==> src/rtl/seg7_scan_display.sv <==
// Eight-digit multiplexed seven-segment driver fed by an MMIO write strobe.
// Hex words load directly; decimal words go through a sequential double-dabble.
module seg7_scan_display #(
    parameter int SCAN_DIV = 100000
) (
    input  logic        clk,
    input  logic        rst,
    input  logic        wr_en,
    input  logic [31:0] wr_data,
    input  logic        dec_mode,
    output logic        busy,
    output logic [7:0]  an,
    output logic [7:0]  seg
);

    localparam int CNT_W = (SCAN_DIV > 2) ? $clog2(SCAN_DIV) : 1;
    localparam logic [CNT_W-1:0] CNT_LAST = CNT_W'(SCAN_DIV - 1);

    typedef enum logic [1:0] {
        IDLE,
        CONV,
        ERR
    } state_t;

    state_t      state;
    logic [4:0]  iter;
    logic [31:0] bcd;
    logic [26:0] shreg;
    logic [31:0] digits;
    logic [7:0]  blank;
    logic        err_pat;

    logic [CNT_W-1:0] scan_cnt;
    logic [2:0]       idx;

    logic [31:0] bcd_adj;
    logic [31:0] bcd_next;
    logic [7:0]  blank_next;
    logic [3:0]  cur_digit;
    logic [7:0]  seg_next;
    logic        seen_nonzero;

    function automatic logic [6:0] decode(input logic [3:0] d);
        case (d)
            4'h0: decode = 7'h3F;
            4'h1: decode = 7'h06;
            4'h2: decode = 7'h5B;
            4'h3: decode = 7'h4F;
            4'h4: decode = 7'h66;
            4'h5: decode = 7'h6D;
            4'h6: decode = 7'h7D;
            4'h7: decode = 7'h07;
            4'h8: decode = 7'h7F;
            4'h9: decode = 7'h6F;
            4'hA: decode = 7'h77;
            4'hB: decode = 7'h7C;
            4'hC: decode = 7'h39;
            4'hD: decode = 7'h5E;
            4'hE: decode = 7'h79;
            default: decode = 7'h71;
        endcase
    endfunction

    // One double-dabble step, plus leading-zero blanking of the resulting digits
    always_comb begin
        bcd_adj = '0;
        for (int i = 0; i < 8; i++) begin
            if (bcd[4*i +: 4] >= 4'd5)
                bcd_adj[4*i +: 4] = bcd[4*i +: 4] + 4'd3;
            else
                bcd_adj[4*i +: 4] = bcd[4*i +: 4];
        end
        bcd_next = {bcd_adj[30:0], shreg[26]};

        blank_next   = '0;
        seen_nonzero = 1'b0;
        for (int i = 7; i >= 1; i--) begin
            if (bcd_next[4*i +: 4] != 4'd0)
                seen_nonzero = 1'b1;
            blank_next[i] = !seen_nonzero;
        end
    end

    always_comb begin
        cur_digit = digits[{idx, 2'b00} +: 4];
        if (blank[idx])
            seg_next = 8'h00;
        else if (err_pat)
            seg_next = 8'h40;
        else
            seg_next = {1'b0, decode(cur_digit)};
    end

    assign busy = (state != IDLE);

    always_ff @(posedge clk or negedge rst) begin
        if (!rst) begin
            state   <= IDLE;
            iter    <= '0;
            bcd     <= '0;
            shreg   <= '0;
            digits  <= '0;
            blank   <= 8'hFF;
            err_pat <= 1'b0;
        end else begin
            case (state)
                IDLE: begin
                    if (wr_en) begin
                        if (!dec_mode) begin
                            digits  <= wr_data;
                            blank   <= '0;
                            err_pat <= 1'b0;
                        end else if (wr_data > 32'd99_999_999) begin
                            state <= ERR;
                        end else begin
                            bcd   <= '0;
                            shreg <= wr_data[26:0];
                            iter  <= '0;
                            state <= CONV;
                        end
                    end
                end
                CONV: begin
                    bcd   <= bcd_next;
                    shreg <= shreg << 1;
                    // The final shift result goes straight to the store on the same edge
                    if (iter == 5'd26) begin
                        digits  <= bcd_next;
                        blank   <= blank_next;
                        err_pat <= 1'b0;
                        state   <= IDLE;
                    end else begin
                        iter <= iter + 5'd1;
                    end
                end
                ERR: begin
                    err_pat <= 1'b1;
                    blank   <= '0;
                    state   <= IDLE;
                end
                default: state <= IDLE;
            endcase
        end
    end

    always_ff @(posedge clk or negedge rst) begin
        if (!rst) begin
            scan_cnt <= '0;
            idx      <= '0;
            an       <= '0;
            seg      <= '0;
        end else begin
            if (scan_cnt == CNT_LAST) begin
                scan_cnt <= '0;
                idx      <= idx + 3'd1;
            end else begin
                scan_cnt <= scan_cnt + 1'b1;
            end
            an  <= 8'h01 << idx;
            seg <= seg_next;
        end
    end

endmodule

==> config.mk <==
export PLATFORM = sky130hd
export DESIGN_NAME = seg7_scan_display
export DESIGN_NICKNAME = d
export VERILOG_FILES = /design/src/rtl/seg7_scan_display.sv
export SDC_FILE = /design/constraint.sdc
export NUM_CORES = 1
export LEC_CHECK = 0
export CAP_MARGIN = 20
export CELL_PAD_IN_SITES_DETAIL_PLACEMENT = 1
export CELL_PAD_IN_SITES_GLOBAL_PLACEMENT = 2
export CORE_AREA = 4 4 126 188
export CTS_CLUSTER_SIZE = 14
export DETAILED_ROUTE_END_ITERATION = 7
export DIE_AREA = 0 0 130 192
export PLACE_DENSITY_LB_ADDON = 0.05
export SLEW_MARGIN = 0
export SYNTH_ARGS = -nofsm -noshare
export SYNTH_HDL_FRONTEND = slang
export SYNTH_SLANG_ARGS = --single-unit
==> constraint.sdc <==
create_clock -name clk -period 2.17 [get_ports clk]
set_input_delay 0.217 -clock clk [delete_from_list [all_inputs] [get_ports clk]]
set_output_delay 0.217 -clock clk [all_outputs]
set_load 0.005 [all_outputs]
* Yosys cells after proc, flatten, opt, wreduce, memory -nomap -nowiden *
Memory sizes are Yosys's and may differ from the RTL's.
Index checks and enable logic that the tools add are counted.

storage, ports and cells
  bits in registers = 143
  bits in read-only memories = 112
  input bits = 36
  output and inout bits = 17
  memories kept = 1

memories
  name              depth  bits a word  read ports  clocked after memory_dff  wr ports  RTL line  source
  (name not given)  16     7            1           0                         0         44        case (d)

operators by class
  add/subtract/negate cells = 11
  order comparisons = 10
  equality and inequality tests = 10
  shifts and indexed selects = 2
  multiplexer cells = 50
  reductions and logical operators = 23

operator list
  operator                                                                             number
  32-bit two-way mux                                                                   6
  32-bit case mux with 2 select lines                                                  2
  27-bit two-way mux                                                                   3
  27-bit case mux with 2 select lines                                                  1
  4-bit by 3-bit greater-or-equal comparator with 1-bit output, second input constant  8
  32-bit by 27-bit > comparator with 1-bit output, second input constant               1
  32-bit by 6-bit indexed part select with 4-bit output                                1
  4-bit by 2-bit adder with 4-bit output, second input constant                        7
  4-bit two-way mux                                                                    7
  4-bit nonzero test                                                                   7
  8-bit two-way mux                                                                    3
  8-bit case mux with 3 select lines                                                   1
  5-bit two-way mux                                                                    4
  17-bit by 1-bit adder with 17-bit output, second input constant                      1
  17-bit == test, second input constant                                                1
  17-bit two-way mux                                                                   1
  7-bit two-way mux                                                                    2
  2-bit inequality test, second input constant                                         6
  4-bit AND reduction                                                                  3
  1-bit two-way mux                                                                    11
  5-bit case mux with 2 select lines                                                   1
  2-bit two-way mux                                                                    4
  1-bit by 3-bit << shifter with 8-bit output, first input constant                    1
  1-bit logical NOT                                                                    7
  16 further kinds                                                                     17

* Logic depth before layout (Yosys ltp) *
  word-level depth = 13
  gate-level depth with buffers = 10
  gate-level depth less buffers = 8

* Worst setup path after synthesis *
Ideal clock, no wire load.

  kind = reg-to-reg
  start = reg idx[0]
  end = reg seg[6]
  data arrival time = 2.313 ns
  required time = 2.101 ns
  path slack = -0.212 ns
  cell stages (with the launch flop) = 10
  path through = dfrtp_1 > buf_6 > mux4_1 > mux2i_1 > inv_1 > ha_1 > mux2_2 > a22oi_2 > nor2_2 > nor2_2

on the way
  cells in the longest elaborated chain, start to end = 4
  elaborated cells on any way between the ends = 6

RTL lines
  element                                                RTL line  source
  start: declaration                                     34        logic [2:0] idx;
  start signal: assignment                               155       idx <= idx + 3'd1;
  32-bit by 6-bit indexed part select with 4-bit output  85        cur_digit = digits[{idx, 2'b00} +: 4];
  memory read 16 x 7 bit                                 n/a
  7-bit two-way mux                                      88        else if (err_pat)
  7-bit two-way mux (*)                                  86        if (blank[idx])
  net seg_next[6]                                        40        logic [7:0] seg_next;
  end signal: assignment                                 160       seg <= seg_next;
  end: declaration                                       13        output logic [7:0] seg

The timed path passes the listed nets; every way through them passes the cells marked *. The select of a mux whose other input is x is not followed.
A chain may end at the register's enable or synchronous reset.

* Worst setup path after layout *
Same ends and word-level chain as after synthesis.

==> run metrics <==
status complete, but fails checks; failing checks negative setup slack; Starting Density 0.342; WP buf/inv 3; RSZ-0062 raised after global routing yes; TritonCTS clock tree done; Slew Limit Fails 0; top_reg_cell synth dfrtp_1; DRC violation count after routing 0; die width 130 µm; total number of vias 6023; diode count 0; grt ovf 0; MaxCap Viol Count 0; Final Hold Fails 0; Post-Synthesis Cell Area 7570 µm²; top post-synthesis cells by area dfrtp_1 44%, nand2_1 6.4%, mux2i_1 5.2%; share of post-route cells with drive strength above 1 0.209; Via density 5.08; PortBufs 51; syn_nets 837; # IOs 53; vias in the first global route 6689; total clock buffers created by CTS 17; TNS Setup -60.8 ps; clk root buf clkbuf_16; clock buffer depth 2; die area 25000 µm²; average routed wire per standard cell 18.7 µm; Avg Cell Area, Syn 9.83 µm²; Crit Path Category reg -> reg; Post-DRT Antenna Nets 0; worst hold path type in -> async; Arr. time, crit path 2590 ps; Final Cycle Share 1.03; YS warnings 0; dominant cell type by area after synthesis dfrtp_1; Starting DRT DRC Count 173; CP cell instances buf_4 > clkbuf_16 > mux4_2 > mux2i_2 > buf_4 > mux2_4 > a22oi_2 > nor2_2 > nor2_2; Final #Nets 964; kind of cell adding the most delay to the critical path multiplexers; Setup Skew 11.0 ps; Max stage delay on crit path 510 ps; Critical Path RT 2530 ps; worst skew pair latency 430 ps; share of the synthesized area in the top cell type 0.443; Pleak 4.34 nW; Tot Pwr 9.95 mW; gr usage total 0.187; Synth cell types 58; largest net degree at the start of global routing 53; DR pass1 iterations 4; Setup WS pre-CTS -309 ps; CP max-delay cell mux4_2; Die Y 192 µm; initial antenna violation count 0; CTS sink cnt 142; sequential area share after synthesis 0.471; P per Cell Area 1010 nW/µm²; Max Freq 449 MHz; Slew @ Worst Pin 641 ps; crit end category register; Async S/R FF share, synth 1.00; Worst-path clk slew 60 ps; first-pass GRT wire length 36.1 mm; non-filler cells, final 1185; min Tclk post-route 2230 ps; Max FO, Critical Path 5; area grow syn2layout 29.5%; Worst slew margin 0.570; Peak supply drop 0.000497 V; cells after synthesis 770; core area 22100 µm²; CP startpoint kind register; routability cong. 0.812; worst hold slack 316 ps; DP HPWL 16.6 mm; EDFF count, synth 0; final setup fails 2; placed insts 1143; Synth Register Bits 142; Post-synth top cells 134 x dfrtp_1, 129 x nand2_1, 52 x o21ai_0; setup slack after layout -56.8 ps; row cnt 67; H-tree levels 4; top-count cell post-synth dfrtp_1; Routed WL 22.2 mm
==> layout by cell type (no fill, tap or decap), types with 4 or more instances in the layout <==
master / instances
and4_1: 5
ha_1: 24
nand2_1: 128
clkinvlp_4: 6
buf_6: 7
a22o_1: 7
a21oi_1: 44
or2_2: 4
clkbuf_16: 18
a211oi_1: 4
buf_12: 8
buf_4: 78
nand3b_1: 5
inv_1: 27
dfrtp_1: 130
o21ai_0: 51
mux4_2: 7
a31oi_1: 11
nand3_1: 10
nor3_1: 7
dfstp_2: 8
and2_1: 6
nor2b_1: 8
xor2_1: 7
nor2_1: 50
xnor2_1: 16
nand2b_1: 12
clkdlybuf4s50_1: 50
nor3b_1: 16
mux2i_1: 34
dfrtp_2: 4
o21ai_1: 19
ha_4: 4
a21oi_2: 6
a21o_1: 22
==> flip-flops by register name, indices dropped and copies added (netlist names) <==
name,cells
bcd,32
scan_cnt,17
state,2
digits,32
shreg,27
err_pat,1
idx,3
iter,5
an,8
seg,7
blank,8
==> cell families after synthesis <==
group                    count (synthesis)  synth area share
AND/OR/NAND/NOR                        275             0.174
AO/OA/AOI/OAI                          179             0.141
flip-flops                             142             0.471
buffers and inverters                   67            0.0430
multiplexers                            52            0.0923
adder cells (fa/ha/maj)                 31            0.0513
XOR/XNOR                                23            0.0266
other                                    1          0.000496
==> final timing paths <==
path / endpoint / from / cells past startpoint / slack (ps)
max: seg[6] / idx[0] / 9 / -60
min: scan_cnt[6] / rst / 2 / 320
max reg2reg: seg[6] / idx[0] / 9 / -60
min reg2reg: blank[7] / blank[7] / 2 / 480
max in group asynchronous: blank[1] / rst / 3 / 1160
min in group clk: digits[1] / wr_data[1] / 3 / 450
==> power breakdown <==
group	total, mW	internal [mW]	switching, mW
Clock	2.89	1.68	1.21
Combinational	3.20	1.56	1.64
Sequential	3.85	3.29	0.560
Total	9.95	6.54	3.41
==> worst reg2reg max path: stages, from the launching register on <==
cell       delay [ps]
dfrtp_2           400
buf_4             150
clkbuf_16         140
mux4_2            510
mux2i_2           210
buf_4             190
mux2_4            310
a22oi_2           130
nor2_2             50
nor2_2             80
==> per-layer routing <==
layer	wire length [µm]	share of wire	global-route usage	vias to the layer above
li1	-	-	-	2912
met1	9320	0.42	0.222	3001
met2	11800	0.53	0.340	83
met3	522	0.024	0.0323	27
met4	515	0.023	0.0620	0
met5	0	0	0	-
==> area by class of cell <==
class / instances / area (µm²)
fill: 2507 / 12300
multi-input combinational: 561 / 3840
sequential: 142 / 3570
timing repair buffer: 145 / 1360
clock buffer: 17 / 425
tap: 276 / 345
clock inverter: 14 / 146
inverter: 30 / 113
==> through the flow <==
step | util | cell area, µm²
2_1_floorplan | - | 7580
3_3_place_gp | 0.404 | 8950
3_5_place_dp | 0.404 | 8950
4_1_cts | 0.433 | 9590
5_1_grt | 0.443 | 9800
6_report | 0.443 | 9800
==> what timing repair did <==
item                       4_1_cts  5_1_grt
hold buffers                     1        0
hold endpoints to repair        45        0
setup buffers                    0        9
resized for setup               15       30
cloned                           0        1
pin swaps                        0        6
setup endpoints to repair       11       58
Power figures use the tool's default switching activity.
